==> config.mk <==
export PLATFORM = sky130hd
export DESIGN_NAME = coin_selector_flat
export DESIGN_NICKNAME = d
export VERILOG_FILES = /design/src/rtl/coin_selector_pkg.sv /design/src/rtl/coin_selector_if.sv /design/src/rtl/coin_selector_coin_decoder.sv /design/src/rtl/coin_selector.sv /design/src/flat_wrapper.sv
export SDC_FILE = /design/constraint.sdc
export NUM_CORES = 1
export LEC_CHECK = 0
export CORE_MARGIN = 2
export CORE_UTILIZATION = 55
export DETAILED_ROUTE_END_ITERATION = 12
export GPL_TIMING_DRIVEN = 0
export PLACE_DENSITY = 0.91
export SKIP_LAST_GASP = 1
export SYNTH_ARGS = -nofsm -noshare
export SYNTH_HDL_FRONTEND = slang
export SYNTH_SLANG_ARGS = --single-unit
export TNS_END_PERCENT = 10
==> constraint.sdc <==
create_clock -name clk -period 5.09 [get_ports clk]
set_input_delay 1.018 -clock clk [delete_from_list [all_inputs] [get_ports clk]]
set_output_delay 1.018 -clock clk [all_outputs]
set_load 0.02 [all_outputs]
==> src/rtl/coin_selector_pkg.sv <==
// rtl/coin_selector_pkg.sv - cafe_pkg: drink/coin/state types, prices and helper functions
package cafe_pkg;

    localparam int CREDIT_W = 8;

    localparam logic [CREDIT_W-1:0] PRICE_CAFE  = 8'd100;
    localparam logic [CREDIT_W-1:0] PRICE_DUPLO = 8'd150;
    localparam logic [CREDIT_W-1:0] PRICE_LEITE = 8'd175;
    // Ceiling kept one bit wider so it compares directly against the 9-bit sum.
    localparam logic [CREDIT_W:0]   MAX_CREDIT  = 9'd250;

    typedef enum logic [1:0] {
        CAFE   = 2'd0,
        DUPLO  = 2'd1,
        LEITE  = 2'd2,
        NENHUM = 2'd3
    } drink_t;

    typedef enum logic [1:0] {
        COIN_25  = 2'd0,
        COIN_50  = 2'd1,
        COIN_100 = 2'd2,
        COIN_BAD = 2'd3
    } coin_t;

    typedef enum logic [1:0] {
        IDLE     = 2'd0,
        DISPENSE = 2'd1,
        CHANGE   = 2'd2
    } state_t;

    function automatic logic [CREDIT_W-1:0] price_of(input drink_t d);
        case (d)
            CAFE:    price_of = PRICE_CAFE;
            DUPLO:   price_of = PRICE_DUPLO;
            LEITE:   price_of = PRICE_LEITE;
            default: price_of = '0;
        endcase
    endfunction

    function automatic logic [CREDIT_W-1:0] coin_cents(input coin_t c);
        case (c)
            COIN_25:  coin_cents = 8'd25;
            COIN_50:  coin_cents = 8'd50;
            COIN_100: coin_cents = 8'd100;
            default:  coin_cents = 8'd0;
        endcase
    endfunction

endpackage

==> src/rtl/coin_selector_if.sv <==
// rtl/coin_selector_if.sv - front-panel / coffee-machine signal bundle for coin_selector
interface coin_selector_if;
    import cafe_pkg::*;

    logic                coin_valid;
    logic [1:0]          coin_code;
    logic                sel_valid;
    logic [1:0]          sel_drink;
    logic                cancel;
    logic                brew_done;
    logic [1:0]          tipo;
    logic [CREDIT_W-1:0] credit;
    logic                busy;
    logic                change_valid;
    logic [CREDIT_W-1:0] change_amount;
    logic                coin_reject;
    logic                err_insufficient;
    logic                fault;

    modport master (
        output coin_valid, coin_code, sel_valid, sel_drink, cancel, brew_done,
        input  tipo, credit, busy, change_valid, change_amount,
               coin_reject, err_insufficient, fault
    );

    modport slave (
        input  coin_valid, coin_code, sel_valid, sel_drink, cancel, brew_done,
        output tipo, credit, busy, change_valid, change_amount,
               coin_reject, err_insufficient, fault
    );
endinterface

==> src/rtl/coin_selector_coin_decoder.sv <==
// rtl/coin_selector_coin_decoder.sv - coin_decoder: coin code to cents plus valid flag
module coin_decoder
    import cafe_pkg::*;
(
    input  logic [1:0]          i_coin_code,
    output logic [CREDIT_W-1:0] o_cents,
    output logic                o_valid
);
    assign o_cents = coin_cents(coin_t'(i_coin_code));
    assign o_valid = (coin_t'(i_coin_code) != COIN_BAD);
endmodule

==> src/rtl/coin_selector.sv <==
// rtl/coin_selector.sv - coin credit / drink selection FSM feeding the coffee machine; optional watchdog under DONE_TIMEOUT_EN
module coin_selector
    import cafe_pkg::*;
(
    input  logic           clk,
    input  logic           reset,
    coin_selector_if.slave bus
);

    state_t              r_state;
    logic [1:0]          r_tipo;
    logic [CREDIT_W-1:0] r_credit;
    logic                r_busy;
    logic                r_change_valid;
    logic [CREDIT_W-1:0] r_change_amount;
    logic                r_coin_reject;
    logic                r_err_insufficient;

    logic [CREDIT_W-1:0] w_cents;
    logic                w_code_ok;
    logic [CREDIT_W:0]   w_sum;
    logic                w_coin_ok;
    logic [CREDIT_W-1:0] w_credit_next;
    logic [CREDIT_W-1:0] w_sel_price;
    logic                w_sel_req;

    coin_decoder u_coin_decoder (
        .i_coin_code (bus.coin_code),
        .o_cents     (w_cents),
        .o_valid     (w_code_ok)
    );

    // Coin acceptance uses a 9-bit sum so the ceiling compare cannot wrap.
    assign w_sum         = {1'b0, r_credit} + {1'b0, w_cents};
    assign w_coin_ok     = bus.coin_valid && w_code_ok && (w_sum <= MAX_CREDIT);
    assign w_credit_next = w_coin_ok ? w_sum[CREDIT_W-1:0] : r_credit;
    assign w_sel_req     = bus.sel_valid && (drink_t'(bus.sel_drink) != NENHUM);
    assign w_sel_price   = price_of(drink_t'(bus.sel_drink));

`ifdef DONE_TIMEOUT_EN
    localparam logic [11:0] TIMEOUT_CYCLES = 12'd4000;

    logic [11:0]       r_wd;
    logic              r_fault;
    logic [CREDIT_W:0] w_refund;

    // Full refund of the drink in progress, saturated at the credit ceiling.
    assign w_refund = {1'b0, r_credit} + {1'b0, price_of(drink_t'(r_tipo))};
`endif

    // Main FSM: credit accounting, drink request handshake and change return.
    always_ff @(posedge clk or negedge reset) begin
        if (!reset) begin
            r_state            <= IDLE;
            r_tipo             <= 2'(NENHUM);
            r_credit           <= '0;
            r_busy             <= 1'b0;
            r_change_valid     <= 1'b0;
            r_change_amount    <= '0;
            r_coin_reject      <= 1'b0;
            r_err_insufficient <= 1'b0;
`ifdef DONE_TIMEOUT_EN
            r_wd               <= '0;
            r_fault            <= 1'b0;
`endif
        end else begin
            r_change_valid     <= 1'b0;
            r_coin_reject      <= 1'b0;
            r_err_insufficient <= 1'b0;
            case (r_state)
                IDLE: begin
                    r_tipo        <= 2'(NENHUM);
                    r_busy        <= 1'b0;
                    r_coin_reject <= bus.coin_valid && !w_coin_ok;
                    if (bus.cancel) begin
                        // A coin landing with cancel is accepted and refunded with the rest.
                        r_change_valid  <= (w_credit_next != '0);
                        r_change_amount <= w_credit_next;
                        r_credit        <= '0;
                    end else if (w_sel_req) begin
                        if (w_credit_next >= w_sel_price) begin
                            r_credit <= w_credit_next - w_sel_price;
                            r_tipo   <= bus.sel_drink;
                            r_busy   <= 1'b1;
                            r_state  <= DISPENSE;
`ifdef DONE_TIMEOUT_EN
                            r_wd     <= '0;
`endif
                        end else begin
                            r_err_insufficient <= 1'b1;
                            r_credit           <= w_credit_next;
                        end
                    end else begin
                        r_credit <= w_credit_next;
                    end
                end
                DISPENSE: begin
                    r_coin_reject <= bus.coin_valid;
                    if (bus.brew_done) begin
                        // Drop the request on the same edge so the machine idles instead of rebrewing.
                        r_tipo  <= 2'(NENHUM);
                        r_busy  <= 1'b0;
                        r_state <= CHANGE;
`ifdef DONE_TIMEOUT_EN
                    end else if (r_wd == TIMEOUT_CYCLES - 12'd1) begin
                        r_tipo   <= 2'(NENHUM);
                        r_busy   <= 1'b0;
                        r_credit <= (w_refund > MAX_CREDIT) ? MAX_CREDIT[CREDIT_W-1:0]
                                                            : w_refund[CREDIT_W-1:0];
                        r_fault  <= 1'b1;
                        r_state  <= CHANGE;
                    end else begin
                        r_wd <= r_wd + 12'd1;
`endif
                    end
                end
                CHANGE: begin
                    r_coin_reject   <= bus.coin_valid;
                    r_change_valid  <= (r_credit != '0);
                    r_change_amount <= r_credit;
                    r_credit        <= '0;
                    r_state         <= IDLE;
                end
                default: begin
                    r_tipo  <= 2'(NENHUM);
                    r_busy  <= 1'b0;
                    r_state <= IDLE;
                end
            endcase
        end
    end

    assign bus.tipo             = r_tipo;
    assign bus.credit           = r_credit;
    assign bus.busy             = r_busy;
    assign bus.change_valid     = r_change_valid;
    assign bus.change_amount    = r_change_amount;
    assign bus.coin_reject      = r_coin_reject;
    assign bus.err_insufficient = r_err_insufficient;
`ifdef DONE_TIMEOUT_EN
    assign bus.fault            = r_fault;
`else
    assign bus.fault            = 1'b0;
`endif

endmodule
==> src/flat_wrapper.sv <==
// flat-port wrapper written by rule: the top's interface ports become plain ports
module coin_selector_flat import cafe_pkg::*;
  (clk, reset, bus_coin_valid, bus_coin_code, bus_sel_valid, bus_sel_drink, bus_cancel, bus_brew_done, bus_tipo, bus_credit, bus_busy, bus_change_valid, bus_change_amount, bus_coin_reject, bus_err_insufficient, bus_fault);
  coin_selector_if bus_i ();
  input  logic clk;
  input  logic reset;
  input wire logic [$bits(bus_i.coin_valid)-1:0] bus_coin_valid;
  input wire logic [$bits(bus_i.coin_code)-1:0] bus_coin_code;
  input wire logic [$bits(bus_i.sel_valid)-1:0] bus_sel_valid;
  input wire logic [$bits(bus_i.sel_drink)-1:0] bus_sel_drink;
  input wire logic [$bits(bus_i.cancel)-1:0] bus_cancel;
  input wire logic [$bits(bus_i.brew_done)-1:0] bus_brew_done;
  output wire logic [$bits(bus_i.tipo)-1:0] bus_tipo;
  output wire logic [$bits(bus_i.credit)-1:0] bus_credit;
  output wire logic [$bits(bus_i.busy)-1:0] bus_busy;
  output wire logic [$bits(bus_i.change_valid)-1:0] bus_change_valid;
  output wire logic [$bits(bus_i.change_amount)-1:0] bus_change_amount;
  output wire logic [$bits(bus_i.coin_reject)-1:0] bus_coin_reject;
  output wire logic [$bits(bus_i.err_insufficient)-1:0] bus_err_insufficient;
  output wire logic [$bits(bus_i.fault)-1:0] bus_fault;
  assign bus_i.coin_valid = bus_coin_valid;
  assign bus_i.coin_code = bus_coin_code;
  assign bus_i.sel_valid = bus_sel_valid;
  assign bus_i.sel_drink = bus_sel_drink;
  assign bus_i.cancel = bus_cancel;
  assign bus_i.brew_done = bus_brew_done;
  assign bus_tipo = bus_i.tipo;
  assign bus_credit = bus_i.credit;
  assign bus_busy = bus_i.busy;
  assign bus_change_valid = bus_i.change_valid;
  assign bus_change_amount = bus_i.change_amount;
  assign bus_coin_reject = bus_i.coin_reject;
  assign bus_err_insufficient = bus_i.err_insufficient;
  assign bus_fault = bus_i.fault;
  coin_selector u_core (.clk(clk), .reset(reset), .bus(bus_i));
endmodule
======== Yosys cells after proc, flatten, opt, wreduce, memory -nomap -nowiden ========
Index checks and enable logic that the tools add are counted.
word-level totals
  input bits .............................. 10
  word-level logic and storage cells ...... 72
  bits in registers ....................... 24
operators by class
  add/sub/neg operators ................... 2
  mux-type cells .......................... 31
  equal/unequal tests ..................... 13
  order comparisons ....................... 2
  bitwise operators ....................... 1
  reductions and logical operators ........ 15
operators by type and width
  operator              count
  $mux W8               5
  $pmux W8 S2           2
  $pmux W8 S3           1
  $pmux W7 S3           1
  $mux W2               8
  $reduce_bool A8 Y1    2
  $ne A2 B2 Y1 const B  5
  $add A8 B7 Y9         1
  $le A9 B8 Y1 const B  1
  $mux W1               9
  $ge A8 B8 Y1          1
  $sub A8 B8 Y8         1
  $eq A2 B1 Y1 const B  3
  $eq A2 B2 Y1 const B  3
  $logic_not A2 Y1      3
  $pmux W2 S3           1
  $logic_and A1 B1 Y1   4
  $ne A2 B1 Y1 const B  2
  $pmux W1 S2           2
  $pmux W2 S2           1
  $reduce_and A2 Y1     2
  $reduce_and A4 Y1     1
  $pmux W1 S3           1
  $reduce_bool A2 Y1    1
  3 further kinds       3

======== Longest topological paths before layout ========
  depth after elaboration ................. 11
  depth in mapped cells ................... 24
  gate-level depth less buffers ........... 22

======== By module ========
From an unflattened synthesis, not the netlist that was laid out.
unflattened totals
  cells, all modules ...................... 281
  area, all modules ....................... 2426.1 um2
by module, submodules not included
  module         area an instance (um2)  cells each  sequential area each (um2)  times used
  coin_selector  2316.0                  268         603.1                       1
  coin_decoder   110.1                   13          0.0                         1

======== Worst setup path before layout ========
OpenSTA, ideal clock, no wires.
  path type ............................... input to register
  from .................................... input port bus_coin_code[0]
  to ...................................... register u_core.r_credit[1] (netlist: u_core.bus.credit[1])
  buffers on the path ..................... 2
  cell stages on the path ................. 23
  slack ................................... -0.029 ns
  setup time .............................. 0.132 ns
  arrival ................................. 4.987 ns
  required time ........................... 4.958 ns
  cell sequence ........................... inv_1 ha_1 ha_1 inv_1 fa_1 nand2b_1 a211oi_1 nor2_1 xnor2_1 a31o_1 buf_6 mux2_2 inv_1 ha_1 inv_1 fa_1 a21oi_1 o21bai_1 a21oi_1 a31o_2 buf_2 mux2i_1 o21ai_0
between the ends
  cells in the longest elaborated chain, start to end .. 11
  elaborated cells on any way between the ends .. 16
RTL lines
  item                                                  RTL line                                  source
  start: declaration                                    flat_wrapper.sv:8                         input wire logic [$bits(bus_i.coin_code)-1:0] bus_coin_code;
  $eq A2 B2 Y1 (tied with other cells)                  coin_selector_pkg.sv:42                   case (c)
  $pmux W7 S3                                           coin_selector_pkg.sv:42
  $add A8 B7 Y9                                         coin_selector.sv:34                       assign w_sum = {1'b0, r_credit} + {1'b0, w_cents};
  $le A9 B8 Y1                                          coin_selector.sv:35                       assign w_coin_ok = bus.coin_valid && w_code_ok && (w_sum <= MAX_CREDIT);
  $logic_and A1 B1 Y1                                   coin_selector.sv:35
  $mux W8 *                                             coin_selector.sv:36                       assign w_credit_next = w_coin_ok ? w_sum[CREDIT_W-1:0] : r_credit;
  $sub A8 B8 Y8 / $ge A8 B8 Y1 (equally long branches)  coin_selector.sv:82, coin_selector.sv:81
  $mux W8                                               coin_selector.sv:81                       if (w_credit_next >= w_sel_price) begin
  $mux W8 *                                             coin_selector.sv:80                       end else if (w_sel_req) begin
  $mux W8 *                                             coin_selector.sv:75                       if (bus.cancel) begin
  $pmux W8 S2 *                                         coin_selector.sv:70                       case (r_state)
  end signal: assignment                                coin_selector.sv:82                       r_credit <= w_credit_next - w_sel_price;
  end signal: assignment                                coin_selector.sv:91                       r_credit <= w_credit_next;
  end signal: assignment                                coin_selector.sv:94                       r_credit <= w_credit_next;
  end: declaration                                      coin_selector.sv:12                       logic [CREDIT_W-1:0] r_credit;
Every way passes the cells marked *; elsewhere a longest branch is shown, timed or not.
A chain may end at the register's enable or synchronous reset.

======== Final worst setup path ========
Same ends and word-level chain as after synthesis.

==> impl_metrics.csv <==
group,metric,value,unit
outcome,status,"finished, violations left",
outcome,violations,"setup timing",
power,power_density,618.7,nW/um2
route,wire_per_inst,19.68,um
floorplan,start_util,0.5876,
sta,finalHoldWorstSlack,510.4,ps
sta,drv_slew,0,
placed_design,dp_cells,327,
sta,max_slew_margin,0.2415,
job,maxCapViolations,0,
route,vias_per_cell,6.487,
logic_synthesis,syn_area,2200,um2
logic_synthesis,synth_ff_type,"dfrtp_1",
global_route,grt_max_degree,25,
sta,finalClockSkew,8.017,ps
global_route,track_usage,0.3088,
sta,setup_slack,-28.70,ps
logic_synthesis,synth_top_cell_area_share,0.2503,
critical_path,crit_type,"input port to flip-flop",
power,power,1.778,mW
logic_synthesis,ys_seq_area_frac,0.2742,
floorplan,die_height,67.24,um
sta,tightest_slew,1134,ps
critical_path,critPathArrivalTime,5270,ps
cells_and_area,area_growth,30.66,%
logic_synthesis,ys_warn_count,0,
cells_and_area,antennaDiodeCount,0,
route,vias,2238,
route,ant_nets,0,
clocking,cts_num_sinks,24,
logic_synthesis,yosysUniqueCellTypes,52,
clocking,cts_inserted_buffers,3,
sta,fmax,0.1954,GHz
route,first_pass_iters,7,
route,drc_errors,0,
clocking,cts_tree,"yes",
logic_synthesis,syn_avg_cell_area,8.869,um2
floorplan,coreArea,3744,um2
critical_path,critPathMaxFanout,7,
cells_and_area,final_cells,345,
critical_path,rrSetupSlack,550,ps
global_route,grt_use_met1,0.3656,
floorplan,ios,33,
clocking,cts_hold_buf,0,
global_route,use_met3,0.04167,
logic_synthesis,synth_most_common_cell,"ha_1",
critical_path,required,5240,ps
logic_synthesis,synth_area_leaders,"dfrtp_1 (25%), ha_1 (16%), mux2i_1 (5.5%), o21ai_0 (4.3%), nand2_1 (4.1%)",
sta,finalHoldViolations,0,
logic_synthesis,yosys.area.top_type,"dfrtp_1",
logic_synthesis,synthCells,248,
placed_design,hpwlAfterDp,4219,um
logic_synthesis,async_flop_share,1.000,
global_route,grt_pass1_wl,10430,um
global_route,busiest_layer,"met2",
cells_and_area,drive_above_1_share,0.2290,
critical_path,start_kind,"input port",
global_route,antenna_found_initial,0,
clocking,htree_levels,1,
logic_synthesis,synth_seq_cells,24,
cells_and_area,nets,338,
floorplan,placementRows,22,
sta,post-route-period-util,1.006,
worst_hold_path,hold_class,"flip-flop to flip-flop",
logic_synthesis,synth_nets,288,
route,first_iter_violations,274,
critical_path,crit_path_end_kind,"flip-flop",
floorplan,dieArea,4521,um2
placed_design,port-buffer-count,31,
clocking,cts-root-buf,"clkbuf_8",
logic_synthesis,synth_edf_count,0,
route,wirelength,6791,um
clocking,clk_latency,270,ps
sta,finalSetupViolCount,4,
logic_synthesis,synth_common_cells,"ha_1 (28), nand2_1 (24), dfrtp_1 (22)",
power,ir_worst_vdd,0.3842,mV
clocking,clk_pin_slew_worst_paths,90,ps
floorplan,die_w,67.24,um
global_route,grt_pass1_vias,2147,
placed_design,routabilityCongestion,0.8827,
clocking,clock_path_buffers,2,
sta,min_period,5119,ps
power,leakagePower,1.303,nW
global_route,met2_usage,0.5359,
global_route,overflow,0,
==> layer usage <==
layer | wire, um | vias up
li1 | - | 982
met1 | 2625 | 1051
met2 | 3236 | 163
met3 | 593 | 42
met4 | 335 | 0
met5 | 0 | -
==> flip-flops by register name (all words and copies together) (netlist names) <==
signal                       flops
u_core.bus.change_amount         8
u_core.bus.err_insufficient      1
u_core.r_state                   2
u_core.bus.busy                  1
u_core.bus.tipo                  2
u_core.bus.coin_reject           1
u_core.bus.credit                8
u_core.bus.change_valid          1
==> what timing repair did <==
action | CTS | global route
endpoints found under the setup margin | 14 | 14
resized for setup | 17 | 31
pin swaps | 9 | 16
buffers inserted | 10 | 3
cloned | 1 | 0
==> per-stage QoR <==
stage	utilization	TNS (ps)	cell area (um2)	setup WS, ps
4_1_cts	0.7343	0	2749	1.358
3_3_place_gp	0.6885	-8933	2577	-785.1
2_1_floorplan	-	0	2207	48.85
5_1_grt	0.7677	-1251	2874	-172.9
3_5_place_dp	0.6885	-11090	2577	-965.3
6_report	0.7677	-53.37	2874	-28.70
==> final timing paths <==
check | endpoint | from | cells past startpoint
setup reg to reg | u_core.bus.credit[1]$_DFFE_PN0P_ | u_core.bus.credit[0]$_DFFE_PN0P_ | 19
hold reg to reg | u_core.bus.change_amount[3]$_DFFE_PN0P_ | u_core.bus.change_amount[3]$_DFFE_PN0P_ | 2
setup / recovery | u_core.bus.credit[1]$_DFFE_PN0P_ | bus_coin_code[0] | 22
max in group asynchronous | u_core.bus.change_amount[1]$_DFFE_PN0P_ | reset | 1
hold / removal | u_core.bus.change_amount[3]$_DFFE_PN0P_ | u_core.bus.change_amount[3]$_DFFE_PN0P_ | 2
min in group asynchronous | u_core.bus.credit[2]$_DFFE_PN0P_ | reset | 1
==> area by class of cell <==
cell class,instances,area (um2)
multi-input combinational,198,1639
buffer,7,46.29
timing repair buffer,45,409.1
tap,48,60.06
inverter,19,71.32
fill,224,869.6
sequential,24,603.1
clock buffer,4,45.04
==> critical path, stage by stage <==
cell	delay, ps
buf_2	120
inv_2	80
ha_2	220
ha_4	140
inv_1	50
fa_2	350
nand2b_4	180
a211oi_4	300
nor2_2	80
xnor2_2	160
a31o_1	250
buf_6	140
buf_4	150
o21ai_1	430
ha_1	370
a21oi_2	230
o21bai_1	120
a21oi_2	190
a31o_4	230
buf_6	140
mux2i_1	200
o21ai_1	100
==> report_power, final <==
group / total, mW / switching (mW) / internal, mW / leakage, nW
Combinational: 1.31 / 0.749 / 0.557 / 0.964
Sequential: 0.349 / 0.0842 / 0.265 / 0.317
Clock: 0.123 / 0.0666 / 0.0561 / 0.0228
Total: 1.78 / 0.900 / 0.878 / 1.30
==> kinds of logic after synthesis <==
group,count (synthesis),share of synthesized area
xor+xnor,9,0.03583
mux,19,0.09045
fa+ha+maj,31,0.1826
simple gates,75,0.1667
buf+inv,26,0.05062
flops,24,0.2742
other cells,1,0.001705
compound gates,63,0.1980
==> placed cells by master, fill, tap and decap left out, types with 5 or more instances in the layout <==
cell / n
clkdlybuf4s50_1: 29
nand2_1: 23
dfrtp_1: 22
ha_1: 21
nor2_1: 20
inv_1: 15
o21ai_0: 14
buf_4: 14
mux2i_1: 12
nand2b_1: 8
a21oi_1: 6
mux2_2: 6
a21o_1: 5
o21ai_1: 5
a31oi_1: 5
ha_2: 5
Note: power is estimated with default switching activity, not from simulation.
